--- src/rtl/udm_uart_rx.sv ---
// UDM UART receive front-end: rx synchronizer, 8N1 deframer, one-entry valid/ready holding register.
// Optional UDM_UART_RX_PARITY_EN inserts an even-parity bit between the data and stop bits.
module udm_uart_rx #(
    parameter int DIV_WIDTH   = 16,
    parameter int SYNC_STAGES = 2
) (
    input  logic                 clk_i,
    input  logic                 arst_n_i,
    input  logic                 rx_i,
    input  logic [DIV_WIDTH-1:0] clk_div_i,
    output logic [7:0]           data_o,
    output logic                 valid_o,
    input  logic                 ready_i,
    output logic                 frame_err_o,
    output logic                 overrun_o,
    output logic                 busy_o
);

    typedef enum logic [2:0] {
        S_IDLE,
        S_START,
        S_DATA,
`ifdef UDM_UART_RX_PARITY_EN
        S_PARITY,
`endif
        S_STOP,
        S_BREAK
    } state_e;

    localparam logic [DIV_WIDTH-1:0] DIV_MIN = DIV_WIDTH'(4);
    localparam logic [DIV_WIDTH-1:0] ONE     = DIV_WIDTH'(1);

    logic [SYNC_STAGES-1:0] sync_q;
    logic                   rx_s;
    logic                   rx_prev_q;
    logic                   fall;
    logic                   tick;

    state_e                 state_q, state_d;
    logic [DIV_WIDTH-1:0]   div_q, div_d;
    logic [DIV_WIDTH-1:0]   cnt_q, cnt_d;
    logic [DIV_WIDTH-1:0]   div_in;
    logic [DIV_WIDTH-1:0]   half_in;
    logic [DIV_WIDTH-1:0]   full_per;
    logic [2:0]             bit_q, bit_d;
    logic [7:0]             shift_q, shift_d;
    logic [7:0]             data_q, data_d;
    logic                   valid_q, valid_d;
    logic                   ferr_q, ferr_d;
    logic                   ovr_q, ovr_d;
    logic                   par_bad;

`ifdef UDM_UART_RX_PARITY_EN
    logic                   perr_q, perr_d;
    assign par_bad = perr_q;
`else
    assign par_bad = 1'b0;
`endif

    assign rx_s     = sync_q[SYNC_STAGES-1];
    assign fall     = rx_prev_q & ~rx_s;
    assign tick     = (cnt_q == '0);
    assign div_in   = (clk_div_i < DIV_MIN) ? DIV_MIN : clk_div_i;
    assign half_in  = (div_in >> 1) - ONE;
    assign full_per = div_q - ONE;

    // Flops reset high so a released reset never looks like a start edge.
    always_ff @(posedge clk_i or negedge arst_n_i) begin
        if (!arst_n_i) begin
            sync_q    <= '1;
            rx_prev_q <= 1'b1;
        end else begin
            sync_q    <= {sync_q[SYNC_STAGES-2:0], rx_i};
            rx_prev_q <= rx_s;
        end
    end

    always_ff @(posedge clk_i or negedge arst_n_i) begin
        if (!arst_n_i) begin
            state_q <= S_IDLE;
            div_q   <= DIV_MIN;
            cnt_q   <= '0;
            bit_q   <= '0;
            shift_q <= '0;
            data_q  <= '0;
            valid_q <= 1'b0;
            ferr_q  <= 1'b0;
            ovr_q   <= 1'b0;
        end else begin
            state_q <= state_d;
            div_q   <= div_d;
            cnt_q   <= cnt_d;
            bit_q   <= bit_d;
            shift_q <= shift_d;
            data_q  <= data_d;
            valid_q <= valid_d;
            ferr_q  <= ferr_d;
            ovr_q   <= ovr_d;
        end
    end

`ifdef UDM_UART_RX_PARITY_EN
    always_ff @(posedge clk_i or negedge arst_n_i) begin
        if (!arst_n_i) begin
            perr_q <= 1'b0;
        end else begin
            perr_q <= perr_d;
        end
    end
`endif

    always_comb begin
        state_d = state_q;
        div_d   = div_q;
        cnt_d   = cnt_q;
        bit_d   = bit_q;
        shift_d = shift_q;
        data_d  = data_q;
        valid_d = valid_q;
        ferr_d  = 1'b0;
        ovr_d   = 1'b0;
`ifdef UDM_UART_RX_PARITY_EN
        perr_d  = perr_q;
`endif

        if (valid_q && ready_i) begin
            valid_d = 1'b0;
        end
        if (!tick) begin
            cnt_d = cnt_q - ONE;
        end

        unique case (state_q)
            S_IDLE: begin
                if (fall) begin
                    div_d   = div_in;
                    cnt_d   = half_in;
                    state_d = S_START;
                end
            end
            S_START: begin
                if (tick) begin
                    if (!rx_s) begin
                        cnt_d   = full_per;
                        bit_d   = 3'd0;
                        state_d = S_DATA;
`ifdef UDM_UART_RX_PARITY_EN
                        perr_d  = 1'b0;
`endif
                    end else begin
                        state_d = S_IDLE;
                    end
                end
            end
            S_DATA: begin
                if (tick) begin
                    shift_d = {rx_s, shift_q[7:1]};
                    cnt_d   = full_per;
                    bit_d   = bit_q + 3'd1;
                    if (bit_q == 3'd7) begin
`ifdef UDM_UART_RX_PARITY_EN
                        state_d = S_PARITY;
`else
                        state_d = S_STOP;
`endif
                    end
                end
            end
`ifdef UDM_UART_RX_PARITY_EN
            S_PARITY: begin
                if (tick) begin
                    perr_d  = rx_s ^ (^shift_q);
                    cnt_d   = full_per;
                    state_d = S_STOP;
                end
            end
`endif
            S_STOP: begin
                if (tick) begin
                    if (!rx_s) begin
                        ferr_d  = 1'b1;
                        state_d = S_BREAK;
                    end else begin
                        state_d = S_IDLE;
                        if (par_bad) begin
                            ferr_d = 1'b1;
                        end else if (!valid_q || ready_i) begin
                            data_d  = shift_q;
                            valid_d = 1'b1;
                        end else begin
                            ovr_d = 1'b1;
                        end
                    end
                end
            end
            S_BREAK: begin
                if (rx_s) begin
                    state_d = S_IDLE;
                end
            end
            default: begin
                state_d = S_IDLE;
            end
        endcase
    end

    assign data_o      = data_q;
    assign valid_o     = valid_q;
    assign frame_err_o = ferr_q;
    assign overrun_o   = ovr_q;
    assign busy_o      = (state_q != S_IDLE);

endmodule

--- config.mk ---
export PLATFORM = sky130hd
export DESIGN_NAME = udm_uart_rx
export DESIGN_NICKNAME = d
export VERILOG_FILES = /design/src/rtl/udm_uart_rx.sv
export SDC_FILE = /design/constraint.sdc
export NUM_CORES = 1
export LEC_CHECK = 0
export BUFFER_PORTS_ARGS = -buffer_cell sky130_fd_sc_hd__clkbuf_2
export CORE_MARGIN = 4
export CORE_UTILIZATION = 63
export CTS_CLUSTER_SIZE = 28
export DETAILED_ROUTE_END_ITERATION = 12
export GPL_ROUTABILITY_DRIVEN = 0
export PLACE_DENSITY = 0.84
export RECOVER_POWER = 25
export SLEW_MARGIN = 0
export SYNTH_ARGS = -nofsm -noshare
export SYNTH_HDL_FRONTEND = slang
export SYNTH_SLANG_ARGS = --single-unit
--- constraint.sdc ---
create_clock -name clk_i -period 5.55 [get_ports clk_i]
set_clock_uncertainty 0.15 [all_clocks]
set_input_delay 0.555 -clock clk_i [delete_from_list [all_inputs] [get_ports clk_i]]
set_output_delay 0.555 -clock clk_i [all_outputs]
set_load 0.005 [all_outputs]
[After elaboration in Yosys (flattened, before gate mapping)]
Index checks and enable logic that the tools add are counted.
Cells by class
  $add $sub $neg: 4
  multipliers: 0
  divide/modulo/power cells: 0
  $lt $le $gt $ge: 1
  equality and inequality tests: 12
  shifts and indexed selects: 0
  mux-type cells: 32
  bitwise logic cells: 2
  reduce and logical (&&, ||, !) cells: 12
Operators with widths (number)
  two-way mux 16 bit: 6
  one-hot mux 16 bit (3 select lines): 1
  subtractor 16 x 1 -> 16 bit, second input constant: 2
  two-way mux 3 bit: 10
  logical NOT 16 bit: 1
  less-than comparator 16 x 3 -> 1 bit, second input constant: 1
  subtractor 15 x 1 -> 16 bit, second input constant: 1
  one-hot mux 3 bit (5 select lines): 1
  inequality test 2 bit, second input constant: 7
  two-way mux 1 bit: 12
  AND reduction 4 bit: 2
  == test 3 x 2 -> 1 bit, second input constant: 2
  == test 3 bit, second input constant: 2
  one-hot mux 3 bit (2 select lines): 1
  AND reduction 6 bit: 1
  AND reduction 2 bit: 2
  adder 3 x 1 -> 3 bit, second input constant: 1
  == test 3 x 1 -> 1 bit, second input constant: 1
  logical NOT 3 bit: 1
  nonzero test 3 bit: 1
  two-way mux 2 bit: 1
  nonzero test 2 bit: 1
  AND 1 bit: 1
  logical AND 1 bit: 1
  3 further kinds: 3
Storage, ports and cells
  bits in registers: 60
  bits in latches: 0
  RAM bits: 0
  bits in read-only memories: 0
  input port bits: 20
  output and inout bits: 12
  logic and storage cells: 74
  memories kept: 0

[Logic depth before layout (Yosys ltp)]
  depth in word-level cells: 6
  depth in mapped cells: 9
  depth with buffers taken out: 7

[Worst setup path before layout]
OpenSTA, ideal clock, no wires.
  path type: register -> register
  start: reg cnt_q[0]
  end: reg data_q[0] (netlist: data_o[0])
  library setup time: 0.125 ns
  data arrival time: 2.094 ns
  required time: 5.275 ns
  slack: 3.181 ns
  cell stages (with the launch flop): 10
  buffers on the path: 2
  clock period less this slack: 2.369 ns
  path through: dfrtp_1 > inv_1 > ha_1 > nor4b_4 > and4_1 > buf_2 > nand3_1 > nor2b_1 > buf_4 > mux2_2
On the way
  cells in the longest elaborated chain, start to end: 2
RTL lines
  start: declaration: line 41  | logic [DIV_WIDTH-1:0] cnt_q, cnt_d;
  start signal: assignment: line 92  | cnt_q <= cnt_d;
  logical NOT 16 bit: line 62  | assign tick = (cnt_q == '0);
  AND reduction 4 bit (no line)
  end signal: assignment: line 95  | data_q <= data_d;
  end: declaration: line 47  | logic [7:0] data_q, data_d;
Every way passes these cells.
A chain may end at the register's enable or synchronous reset.

[Worst setup path in the final report]
  start: reg cnt_q[0]
  end: reg data_q[2] (netlist: data_o[2])
Same word-level chain as after synthesis.

==> flow_summary.json <==
{
  "synth_cell_types": 58,
  "cp_max_fo": 16,
  "antenna_found_initial": 0,
  "vias": 2838,
  "period_minus_slack_ps": 3300,
  "diodes": 0,
  "grt_pass1_vias": 2640,
  "synth_top_family_by_area": "simple AND/OR/NAND/NOR gates",
  "max_slew_margin_pct": -108,
  "hp-class": "in -> reg",
  "avgViaCountPerCell": 6.17,
  "clkPwrFrac_pct": 28.9,
  "ir_drop_mv": 0.263,
  "cts_buffers": 9,
  "cts_htree_levels": 3,
  "clk_pin_slew_ps": 70,
  "finalSetupTns_ps": 0,
  "yosys.area_share.xor_xnor_pct": 6.73,
  "power_leakage_nw": 1.68,
  "status": "finished with violations",
  "final_util_pct": 72.7,
  "yosysSeqAreaShare_pct": 44.5,
  "portBuffers": 31,
  "dp.cells": 444,
  "required_ps": 5620,
  "dieArea_mm2": 0.00661,
  "postRouteAntennaNets": 0,
  "drive_gt1_share_pct": 20.3,
  "routedWlPerCell_um": 16.8,
  "worstSetupPathType": "reg -> reg",
  "violations": "capacitance limit, slew limit",
  "drtIter0Drc": 318,
  "reg2reg_depth": 7,
  "fmax_ghz": 0.303,
  "clock_latency_ps": 340,
  "worst_pin_slew_ps": 3120,
  "cts_sinks": 60,
  "syn_nets": 382,
  "fin_cells": 460,
  "hold_path_depth": 1,
  "die_x_um": 81.3,
  "synthMuxAreaShare_pct": 6.21,
  "max_cap_viol_count": 1,
  "ctsResizeCount": 0,
  "grt_overflow": 0,
  "syn_avg_cell_area_um2": 9.45,
  "cts_setup_buffers": 0,
  "io_pins": 32,
  "ff_latch_area_mm2": 0.00151,
  "yosys.area_share.adder_pct": 1.48,
  "p_int_mw": 0.878,
  "core_area_mm2": 0.00517,
  "max_stage_delay_ps": 610,
  "p_sw_share_pct": 34.1,
  "end_kind": "register",
  "synth_seq_cells": 60,
  "yosys_warnings": 0,
  "routed_wl_um": 7730,
  "die_y_um": 81.3,
  "p_comb_share_pct": 24.5,
  "synthFlopType": "dfrtp_1",
  "power_mw": 1.33,
  "firstDrtPassIters": 6,
  "hold_violations": 0,
  "power_density_mw_per_mm2": 355,
  "nFillCells": 368,
  "rsz0062_at_grt": "false",
  "post-route-period-util_pct": 59.4,
  "grt_util_all_layers_pct": 26.2,
  "syn_inst": 358,
  "rows": 26,
  "cts_root_buf": "clkbuf_8",
  "grt_pass1_wl_um": 12900,
  "p_sw_mw": 0.455,
  "critPathArrivalTime_ps": 3370,
  "yosys.area_share.simple_pct": 26.4,
  "start_util_pct": 65.4,
  "dpl.hpwl_um": 5330,
  "drv_slew": 61,
  "synth_compound_area_share_pct": 11.7,
  "netlist_area_mm2": 0.00338,
  "critPathSlowestCell": "and4_1",
  "setup_viol": 0,
  "seq_power_share_pct": 46.6,
  "synth_edf_count": 0,
  "cts_tree": "built",
  "clk_path_buf_depth": 2,
  "syn2layout_area_growth_pct": 11.1,
  "route.detailed.drc": 0,
  "cp_cell_sequence": "inv_1 -> ha_1 -> nor4b_4 -> and4_1 -> nand3_1 -> nor2b_1 -> mux2_2",
  "multi_input_area_mm2": 0.00178,
  "hold_buffers": 0,
  "startpoint_type": "register",
  "grt_max_degree": 61,
  "layout.nets": 409,
  "synthArstFlopShare_pct": 100
}
==> placed cells by master, fill, tap and decap left out, types with 6 or more instances in the layout <==
cell	synthesis	layout
nor3_1	10	10
nand3_1	7	7
nor2_1	26	26
nand2_1	64	64
nor4_1	9	9
o21ai_0	9	9
a21oi_1	14	14
o221ai_1	6	6
clkbuf_2	0	31
or3_1	9	9
mux2_2	16	16
inv_1	7	7
xor2_1	8	8
dfrtp_1	56	56
xnor2_1	18	18
clkbuf_8	0	9
==> cells by family after synthesis <==
logic type               count (synthesis)
AO/OA/AOI/OAI                           59
multiplexers                            19
adder cells (fa/ha/maj)                  4
buffers and inverters                   24
flip-flops                              60
XOR/XNOR                                26
AND/OR/NAND/NOR                        166
==> synth_stat cells, types with 4 or more instances <==
master / number / share of area, %
nand4_1: 4 / 0.74
buf_2: 4 / 0.59
nand2b_1: 4 / 0.74
dfrtp_1: 56 / 41
mux2_2: 16 / 5.3
o221ai_1: 6 / 1.6
clkbuf_1: 12 / 1.3
nor4_1: 9 / 1.7
ha_1: 4 / 1.5
or3_1: 9 / 1.7
inv_1: 7 / 0.78
xor2_1: 8 / 2.1
nand2_1: 64 / 7.1
o21ai_0: 9 / 1.3
nand3_1: 7 / 1.0
nor2_1: 26 / 2.9
xnor2_1: 18 / 4.7
a21oi_1: 14 / 2.1
nor3_1: 10 / 1.5
dfstp_2: 4 / 3.1
==> routing by layer <==
metal,track usage [%],part of all wire (%)
met4,9.46,1.4
met1,38.3,46
met2,38.3,46
met3,5.76,6.2
met5,0,0
==> registers in the layout, summed over array words and instances (netlist names) <==
signal       cells
shift_q          8
overrun_o        1
state_q          3
frame_err_o      1
sync_q           2
bit_q            3
rx_prev_q        1
div_q           16
data_o           8
valid_o          1
cnt_q           16
==> power groups by stage <==
stage / Sequential (mW) / Combinational [mW] / Clock, mW
final: 0.621 / 0.327 / 0.385
after global routing: 0.636 / 0.360 / 0.410
after CTS: 0.619 / 0.323 / 0.388
after detailed placement: 0.626 / 0.316 / 0
after global placement: 0.621 / 0.306 / 0
after floorplan: 0.600 / 0.244 / 0
==> final timing paths <==
kind                                           from                    end  slack, ps
max in group asynchronous                  arst_n_i     cnt_q[7]$_DFF_PN0_       2310
min in group asynchronous                  arst_n_i  div_q[10]$_DFFE_PN0P_       1190
worst min-delay path                           rx_i    sync_q[0]$_DFF_PN1_        140
worst max register to register   cnt_q[0]$_DFF_PN0_  data_o[2]$_DFFE_PN0P_       2250
worst max-delay path             cnt_q[0]$_DFF_PN0_  data_o[2]$_DFFE_PN0P_       2250
worst min register to register  sync_q[0]$_DFF_PN1_    sync_q[1]$_DFF_PN1_        210
==> per-stage QoR <==
step / worst slack, ps / hold slack (ps) / cell area (µm²)
finish: 2250 / 143 / 3760
global route: 1680 / 138 / 3760
CTS: 2260 / 136 / 3760
detailed placement: 2310 / 197 / 3570
global placement: 2450 / 196 / 3570
floorplan: 3180 / 109 / 3380
==> worst max-delay path, delay by kind of cell (launching register included) <==
family | cells | cell delay, ps
mux | 1 | 420
flops | 1 | 430
simple gates | 4 | 1790
fa+ha+maj | 1 | 300
buf+inv | 1 | 90
==> cell type report <==
class,instances,area share (%)
clock buffer,10,3.40
sequential,60,40.1
timing repair buffer,33,4.43
multi-input combinational,274,47.3
tap,70,2.33
inverter,7,0.699
clock inverter,6,1.73
Power figures use the tool's default switching activity.
